[src/rtl/serial_negate_mc.sv]
// Multi-lane bit-serial two's-complement negator (LSB first), one shared bit counter.
// Optional overflow flag for -2^(WIDTH-1) inputs is compiled in by SERIAL_NEGATE_OVF_DETECT_EN.
module serial_negate_mc #(
  parameter int unsigned WIDTH    = 8,
  parameter int unsigned CHANNELS = 1
) (
  input  logic                clk,
  input  logic                rst_n,
  input  logic                sync_clr,
  input  logic                in_valid,
  input  logic [CHANNELS-1:0] x,
  input  logic [CHANNELS-1:0] neg_en,
  output logic [CHANNELS-1:0] z,
  output logic                out_valid,
  output logic                out_last
`ifdef SERIAL_NEGATE_OVF_DETECT_EN
  ,
  output logic [CHANNELS-1:0] ovf
`endif
);

  localparam int unsigned CW = (WIDTH > 1) ? $clog2(WIDTH) : 1;
  localparam logic [CW-1:0] LAST_IDX = CW'(WIDTH - 1);

  typedef enum logic {
    COPY   = 1'b0,
    INVERT = 1'b1
  } state_t;

  logic [CW-1:0]       cnt_q, cnt_d;
  state_t              state_q [CHANNELS];
  state_t              state_d [CHANNELS];
  logic [CHANNELS-1:0] mode_q, mode_d, mode_eff;
  logic [CHANNELS-1:0] z_d;
  logic                out_valid_d, out_last_d;
  logic                at_first, at_last;
`ifdef SERIAL_NEGATE_OVF_DETECT_EN
  logic [CHANNELS-1:0] ovf_d;
`endif

  // Bit 0 uses neg_en directly; later bits use the mode latched with bit 0.
  always_comb begin
    at_first = (cnt_q == '0);
    at_last  = (cnt_q == LAST_IDX);
    mode_eff = at_first ? neg_en : mode_q;
  end

  // Next state and output values for the counter and every lane FSM.
  always_comb begin
    cnt_d       = cnt_q;
    mode_d      = mode_q;
    state_d     = state_q;
    z_d         = z;
    out_valid_d = 1'b0;
    out_last_d  = 1'b0;
`ifdef SERIAL_NEGATE_OVF_DETECT_EN
    ovf_d       = '0;
`endif
    if (sync_clr) begin
      cnt_d = '0;
      for (int i = 0; i < int'(CHANNELS); i++) state_d[i] = COPY;
    end else if (in_valid) begin
      cnt_d       = at_last ? '0 : cnt_q + CW'(1);
      out_valid_d = 1'b1;
      out_last_d  = at_last;
      if (at_first) mode_d = neg_en;
      for (int i = 0; i < int'(CHANNELS); i++) begin
        if (state_q[i] == COPY) begin
          z_d[i] = x[i];
          if (mode_eff[i] && x[i]) state_d[i] = INVERT;
`ifdef SERIAL_NEGATE_OVF_DETECT_EN
          ovf_d[i] = mode_eff[i] & x[i] & at_last;
`else
          // overflow detection compiled out
`endif
        end else begin
          z_d[i] = ~x[i];
        end
        if (at_last) state_d[i] = COPY;
      end
    end
  end

  // State and registered outputs.
  always_ff @(posedge clk or negedge rst_n) begin
    if (!rst_n) begin
      cnt_q     <= '0;
      mode_q    <= '0;
      z         <= '0;
      out_valid <= 1'b0;
      out_last  <= 1'b0;
      for (int i = 0; i < int'(CHANNELS); i++) state_q[i] <= COPY;
`ifdef SERIAL_NEGATE_OVF_DETECT_EN
      ovf       <= '0;
`endif
    end else begin
      cnt_q     <= cnt_d;
      mode_q    <= mode_d;
      z         <= z_d;
      out_valid <= out_valid_d;
      out_last  <= out_last_d;
      state_q   <= state_d;
`ifdef SERIAL_NEGATE_OVF_DETECT_EN
      ovf       <= ovf_d;
`endif
    end
  end

endmodule

[config.mk]
export PLATFORM = sky130hd
export DESIGN_NAME = serial_negate_mc
export DESIGN_NICKNAME = d
export VERILOG_FILES = /design/src/rtl/serial_negate_mc.sv
export SDC_FILE = /design/constraint.sdc
export NUM_CORES = 1
export LEC_CHECK = 0
export BUFFER_PORTS_ARGS = -buffer_cell sky130_fd_sc_hd__buf_2
export CORE_AREA = 4 4 41 43
export CTS_CLUSTER_SIZE = 28
export DETAILED_ROUTE_END_ITERATION = 8
export DIE_AREA = 0 0 45 47
export SYNTH_ARGS = -nofsm -noshare
export SYNTH_HDL_FRONTEND = slang
export SYNTH_SLANG_ARGS = --single-unit
export TNS_END_PERCENT = 5
[constraint.sdc]
create_clock -name clk -period 1.47 [get_ports clk]
set_input_delay 0.0735 -clock clk [delete_from_list [all_inputs] [get_ports clk]]
set_output_delay 0.0735 -clock clk [all_outputs]
set_load 0.01 [all_outputs]
==> results of run 1 <==
==> power groups by stage <==
stage               clock network, uW  logic (uW)  registers (uW)
finish                            161        81.1             251
global route                      190        91.4             253
CTS                               172        83.2             251
detailed placement                  0        80.7             256
global placement                    0        80.5             255
floorplan                           0        54.1             257
==> synth_stat cells <==
cell     number
buf_6         1
nand2_1       1
ha_1          3
and2b_2       1
nor2_1        5
xnor2_1       1
and2_4        1
inv_1         2
and2_2        1
a21oi_1       2
dfrtp_1       8
nand3_1       1
mux2_4        1
o21ai_0       1
mux2i_1       4
nor2b_4       1
==> worst paths after layout <==
path | start | end | slack, ns
max in group asynchronous | rst_n | mode_q$_DFFE_PN0P_ | 1.11
worst max-delay path | cnt_q[0]$_DFFE_PN0P_ | mode_q$_DFFE_PN0P_ | 0.09
worst max register to register | cnt_q[0]$_DFFE_PN0P_ | mode_q$_DFFE_PN0P_ | 0.09
min in group asynchronous | rst_n | out_last$_DFF_PN0_ | 0.19
worst min-delay path | sync_clr | cnt_q[1]$_DFFE_PN0P_ | 0.07
worst min register to register | state_q$_DFFE_PN0P_ | state_q$_DFFE_PN0P_ | 0.50
==> final cells by class <==
cell class | instances | area share [%]
Clock buffer | 3 | 4.675
Inverter | 2 | 1.558
Multi-Input combinational cell | 23 | 37.92
Sequential cell | 8 | 41.56
Tap cell | 15 | 3.896
Timing Repair Buffer | 9 | 10.39
==> through the flow <==
stage / util, % / std cells
final: 37.02 / 60
after global routing: 37.02 / 60
after CTS: 37.02 / 60
after detailed placement: 34.52 / 56
after global placement: 34.52 / 56
after floorplan: - / 34
==> metal layers <==
metal,vias to the layer above,routed length (um)
li1,134,-
met1,107,240
met2,9,278
met3,0,64
met4,0,0
met5,-,0
==> logic make-up (layout without fill, tap and decap cells) <==
| logic type | Yosys count | count (layout) | share of synthesized area [%] |
|---|---|---|---|
| AND/OR/NAND/NOR | 11 | 11 | 16.51 |
| flip-flops | 8 | 8 | 49.84 |
| multiplexers | 5 | 5 | 13.71 |
| adder cells (fa/ha/maj) | 3 | 3 | 9.347 |
| AO/OA/AOI/OAI | 3 | 3 | 3.737 |
| buffers and inverters | 3 | 14 | 4.673 |
| XOR/XNOR | 1 | 1 | 2.181 |
==> flip-flops by register name, summed over array words and instances (netlist names) <==
register	cells
mode_q	1
z	1
out_last	1
state_q	1
cnt_q	3
out_valid	1
==> critical path: cells and delay by family, from the launching register on <==
kind,cells,cell delay (ns)
adder cells (fa/ha/maj),1,0.18
buffers and inverters,1,0.06
flip-flops,1,0.38
multiplexers,1,0.29
AND/OR/NAND/NOR,2,0.36
==> timing repair <==
item,in CTS,in global routing
setup buffers,0,0
endpoints found under the hold margin,8,0
hold buffers,1,0
resized for setup,0,0
==> reports/metrics.yaml, run 1 <==
global_route:
  grt_max_degree: 9
  grt-ovfl-total: 0
  grt_use_met2_pct: 9.040
  grt_use_met3_pct: 6.897
  grt_first_pass_wirelength_um: 931
  antenna_found_initial: 0
  grt_busiest_layer: "met2"
  use_met1_pct: 7.944
  grtUsageTotal_pct: 6.699
  grt_pass1_vias: 215
hold_path:
  hp-class: "input pin to flip-flop"
  hold_path_depth: 2
timing:
  rsz0062_at_grt: "no"
  timing.final.crit_share_pct: 93.80
  drv_slew: 0
  finalClockSkew_ns: 0.001582
  finalHoldViolCount: 0
  holdWs_ns: 0.07384
  worst_pin_slew_ns: 0.1851
  setup_viol: 0
  fmax_ghz: 0.7252
  setup_ws_ns: 0.09107
  finalSetupTns_ns: 0
  fin_crit_ns: 1.379
  slew_headroom_pct: 87.66
synthesis:
  synth-warning-count: 0
  netlist.area_leader.share_pct: 49.84
  syn-cell-area_sq_um: 401.6
  yosysTopAreaCell: "dfrtp_1"
  netlist_top_cells_area: "dfrtp_1 (50%), mux2i_1 (10%), ha_1 (9.3%)"
  syn_area_per_cell_sq_um: 11.81
  ys_ff_latch: 8
  yosys.cell_types.count: 16
  syn_inst: 34
  ys_seq_area_share_pct: 49.84
  syn-num-nets: 43
floorplan:
  rows: 13
  die_area_sq_mm: 0.002115
  initial_core_util_pct: 30.87
  pin_count: 9
  die_h_um: 47
  core_area_sq_mm: 0.001301
  die_x_um: 45
worst_setup_path:
  cpPeakStageDelay_ns: 0.38
  crit_path_start_kind: "flip-flop"
  crit_required_ns: 1.60
  crit_path_top_delay_cell: "dfrtp_1"
  ff2ff_path_depth: 5
  critPathMaxFanout: 4
  path_class: "flip-flop to flip-flop"
  critPathArrivalTime_ns: 1.51
  end_kind: "flip-flop"
  crit_chain: "inv_1 > ha_1 > and2b_2 > and2_4 > mux2_4"
drt:
  totalWireLength_um: 583
  drt_first_pass_iters: 1
  drtAntennaViolNets: 0
  vias: 250
  viasPerCell: 4.167
  drc: 0
  wl_per_cell_um: 9.717
  drt_iter0_drc: 0
placement:
  port_buffers: 8
  dpl-instance-area_sq_um: 449.2
  pre_cts_ws_ns: 0.09577
  place.gp.congestion: 0.6650
pwr:
  p_seq_share_pct: 50.9
  combPwrFrac_pct: 16.4
  power_switching_uw: 115.3
  internal-power_uw: 378.4
  design_power_total_uw: 493.7
  switching_share_pct: 23.36
  clockPowerShare_pct: 32.7
  p_leak_uw: 0.0002538
  powerDensity_mw_per_mm2: 1025
  ir_drop_mv: 0.4208
layout:
  final_nets: 56
  multi_input_area_sq_um: 182.7
  seq_area_sq_um: 200.2
  fillers: 139
  antenna_cells: 0
  drive_gt1_share_pct: 35.56
  final_cell_mix: "dfrtp_1 (8), buf_2 (8), nor2_1 (5)"
  fin_area_sq_um: 481.7
  syn_to_final_growth_pct: 19.94
cts:
  clkSinkCount: 8
  cts_tree: "built"
  insertion_delay_ns: 0.25
  cts_buffer_depth: 2
  root_buffer: "clkbuf_4"
  path_clk_slew_ns: 0.05
  htreeDepth: 1
  cts_buffers: 3
run:
  cap_violations: 0
run_status:
  outcome: "complete, no violations"
(Power assumes the default switching activity.)
==> run 2: changes to the inputs <==
- RECOVER_POWER: unset -> 50
- SKIP_CTS_REPAIR_TIMING: unset -> 1
==> reports/metrics.yaml, run 2 (same netlist as run 1, synthesis figures left out) <==
floorplan:
  initial_core_util_pct: 30.87
  die_area_sq_mm: 0.002115
  core_area_sq_mm: 0.001301
  die_h_um: 47
  pin_count: 9
  die_x_um: 45
  rows: 13
cts:
  cts_buffers: 3
  path_clk_slew_ns: 0.05
  htreeDepth: 1
  cts_buffer_depth: 2
  cts_tree: "built"
  insertion_delay_ns: 0.25
  root_buffer: "clkbuf_4"
  clkSinkCount: 8
worst_setup_path:
  crit_path_top_delay_cell: "dfrtp_1"
  crit_required_ns: 1.60
  path_buf_inv: 1
  critPathArrivalTime_ns: 1.51
  cpPeakStageDelay_ns: 0.38
  worstSetupStartpoint: "cnt_q[0]$_DFFE_PN0P_"
  r2r-start: "cnt_q[0]$_DFFE_PN0P_"
  crit_family: "flip-flops"
  path_class: "flip-flop to flip-flop"
  end_kind: "flip-flop"
  critPathMaxFanout: 4
  crit_path_start_kind: "flip-flop"
  crit_chain: "inv_1 > ha_1 > and2b_2 > and2_4 > mux2_4"
placement:
  port_buffers: 8
  place.gp.congestion: 0.6650
timing:
  finalHoldViolCount: 0
  fin_crit_ns: 1.380
  rsz0062_at_grt: "no"
  holdWs_ns: 0.04392
  finalClockSkew_ns: 0.001582
  finalSetupTns_ns: 0
  slew_headroom_pct: 70.68
  fmax_ghz: 0.7248
  worst_pin_slew_ns: 0.4398
  drv_slew: 0
  timing.final.crit_share_pct: 93.85
  setup_viol: 0
run:
  cap_violations: 0
layout:
  top_register: "cnt_q"
  largest_register_ff_count: 3
  final_nets: 56
  drive_gt1_share_pct: 31.11
  fillers: 140
  antenna_cells: 0
  final_cell_mix: "dfrtp_1 (8), buf_2 (7), nor2_1 (5)"
  syn_to_final_growth_pct: 17.76
  final_common_cell: "dfrtp_1"
drt:
  wl_per_cell_um: 9.683
  viasPerCell: 4.200
  totalWireLength_um: 581
  drt_iter0_drc: 0
  drc: 0
  vias: 252
  drt_first_pass_iters: 1
  drtAntennaViolNets: 0
global_route:
  grt_first_pass_wirelength_um: 931
  grt-ovfl-total: 0
  antenna_found_initial: 0
  grt_max_degree: 9
  grt_pass1_vias: 215
  grtUsageTotal_pct: 6.699
hold_path:
  hp-start: "sync_clr"
  hp-class: "input pin to flip-flop"
pwr:
  ir_drop_mv: 0.4208
  powerDensity_mw_per_mm2: 1038
  p_leak_uw: 0.0002460
run_status:
  outcome: "complete, no violations"
[run 2: cell count changes in the layout (fill, tap and decap cells not counted)]
cell / change
nor2b_1: +1
clkbuf_1: +1
buf_2: -1
nor2b_4: -1
[run 2: final cells by class]
class,count,area (sq um),area share [%]
well taps,15,18.77,3.968
flip-flops and latches,8,200.2,42.33
clock buffers,3,22.52,4.762
multi-input cells,23,175.2,37.04
repair buffers,9,48.80,10.32
inverters,2,7.507,1.587
[run 2: per-stage QoR]
step / setup slack [ns] / power, uW / cell area (sq um) / cells / util (%)
floorplan: 0.1433 / 311.1 / 401.6 / 34 / -
global placement: 0.1111 / 335.4 / 449.2 / 56 / 34.52
detailed placement: 0.09577 / 336.3 / 449.2 / 56 / 34.52
CTS: 0.08508 / 504.7 / 471.7 / 59 / 36.25
global route: 0.01311 / 531.6 / 473.0 / 60 / 36.35
finish: 0.09037 / 491.0 / 473.0 / 60 / 36.35
[run 2: layer usage]
metal,share of wire [%],track usage [%],vias to the layer above
li1,-,-,134
met2,48,9.040,9
met1,41,7.944,109
met3,11,6.897,0
met4,0,0,0
met5,0,0,-
[run 2: final timing paths]
check / to / slack (ns) / cells past startpoint
max: mode_q$_DFFE_PN0P_ / 0.09 / 5
min: cnt_q[1]$_DFFE_PN0P_ / 0.04 / 2
max in group asynchronous: mode_q$_DFFE_PN0P_ / 0.90 / 2
max reg2reg: mode_q$_DFFE_PN0P_ / 0.09 / 5
min in group asynchronous: out_valid$_DFF_PN0_ / 0.27 / 2
min reg2reg: state_q$_DFFE_PN0P_ / 0.50 / 2
[run 2: where the power goes]
part	switching, uW	internal (uW)
Sequential	10.7	241
Combinational	35.4	42.9
Clock	68.5	93.0
==> run 3: changes to the inputs <==
- CELL_PAD_IN_SITES_DETAIL_PLACEMENT: unset -> 1
- CELL_PAD_IN_SITES_GLOBAL_PLACEMENT: unset -> 2
- CTS_BUF_LIST: unset -> sky130_fd_sc_hd__clkbuf_16
- PLACE_DENSITY_LB_ADDON: unset -> 0.1
==> reports/metrics.yaml, run 3 (same netlist as run 1, synthesis figures left out) <==
layout:
  seq_area_sq_um: 200.2
  final_cell_mix: "dfrtp_1 (8), buf_2 (7), nor2_1 (5)"
  top_register: "cnt_q"
  antenna_cells: 0
  final_nets: 56
  syn_to_final_growth_pct: 30.84
  largest_register_ff_count: 3
  final_common_cell: "dfrtp_1"
  fillers: 155
  drive_gt1_share_pct: 31.11
  multi_input_area_sq_um: 175.2
global_route:
  antenna_found_initial: 0
  grtUsageTotal_pct: 9.801
  grt_max_degree: 9
  grt_pass1_vias: 301
  grt_first_pass_wirelength_um: 1283
  grt-ovfl-total: 0
placement:
  place.gp.congestion: 0.7076
  port_buffers: 8
  pre_cts_ws_ns: 0.08419
  post-dp-hpwl_um: 571.3
worst_setup_path:
  end_kind: "flip-flop"
  crit_required_ns: 1.58
  critPathArrivalTime_ns: 1.50
  critPathMaxFanout: 4
  path_class: "flip-flop to flip-flop"
  crit_path_start_kind: "flip-flop"
floorplan:
  die_x_um: 45
  core_area_sq_mm: 0.001301
  rows: 13
  pin_count: 9
  initial_core_util_pct: 30.87
  die_area_sq_mm: 0.002115
  die_h_um: 47
cts:
  htreeDepth: 1
  cts_buffer_depth: 2
  clkSinkCount: 8
  insertion_delay_ns: 0.23
  root_buffer: "clkbuf_16"
  cts_buffers: 3
  path_clk_slew_ns: 0.04
  cts_tree: "built"
pwr:
  powerDensity_mw_per_mm2: 1503
  p_leak_uw: 0.0002692
  ir_drop_mv: 0.5873
timing:
  holdWs_ns: 0.06567
  rsz0062_at_grt: "no"
  setup_ws_ns: 0.08362
  fin_crit_ns: 1.386
  finalHoldViolCount: 0
  drv_slew: 0
  timing.final.crit_share_pct: 94.31
  finalSetupTns_ns: 0
  fmax_ghz: 0.7213
  slew_headroom_pct: 69.45
  setup_viol: 0
  finalClockSkew_ns: 0.001417
  worst_pin_slew_ns: 0.4582
drt:
  drt_iter0_drc: 1
  wl_per_cell_um: 12.38
  drc: 0
  totalWireLength_um: 743
  drt_first_pass_iters: 2
  vias: 274
  drtAntennaViolNets: 0
  viasPerCell: 4.567
run:
  cap_violations: 0
run_status:
  outcome: "complete, no violations"
hold_path:
  hp-class: "input pin to flip-flop"
run 3: critical path, cell delays in order (launching register included):
cell and delay [ns]:
dfrtp_1 0.37, inv_1 0.06, ha_1 0.19, and2b_2 0.20, and2_4 0.16, mux2_4 0.29
run 3: report_power, final:
group	leakage (uW)	total, uW	internal [uW]	switching, uW
Sequential	0.000103	253	241	11.6
Clock	0.0000370	456	351	105
Combinational	0.000129	81.2	43.4	37.8
Total	0.000269	790	635	154
run 3: layer usage:
metal	global-route usage (%)	up-vias	wire length, um
met3	4.981	2	62
met1	9.324	130	325
met5	0	-	0
met2	13.84	7	337
met4	12.28	0	18
li1	-	135	-
run 3: area by class of cell:
cell class	count	share of cell area, %
clock buffer	3	14.29
inverter	2	1.429
multi-input combinational	23	33.33
timing repair buffer	9	9.286
sequential	8	38.10
tap	15	3.571
run 3: path summary, 6_finish.rpt:
path / depth (start not counted) / slack, ns / end / from
min: 2 / 0.07 / cnt_q[0]$_DFFE_PN0P_ / sync_clr
max in group asynchronous: 2 / 0.85 / out_last$_DFF_PN0_ / rst_n
min in group asynchronous: 2 / 0.30 / state_q$_DFFE_PN0P_ / rst_n
min reg2reg: 1 / 0.51 / mode_q$_DFFE_PN0P_ / mode_q$_DFFE_PN0P_
max reg2reg: 5 / 0.08 / mode_q$_DFFE_PN0P_ / cnt_q[0]$_DFFE_PN0P_
max: 5 / 0.08 / mode_q$_DFFE_PN0P_ / cnt_q[0]$_DFFE_PN0P_
run 3: stage by stage:
step / total power [uW] / std cells / util [%] / instance area (sq um)
finish: 789.9 / 60 / 40.38 / 525.5
global route: 829.5 / 60 / 40.38 / 525.5
floorplan: 311.1 / 34 / - / 401.6
CTS: 798.6 / 59 / 40.29 / 524.3
global placement: 335.5 / 56 / 34.52 / 449.2
detailed placement: 339.5 / 56 / 34.52 / 449.2
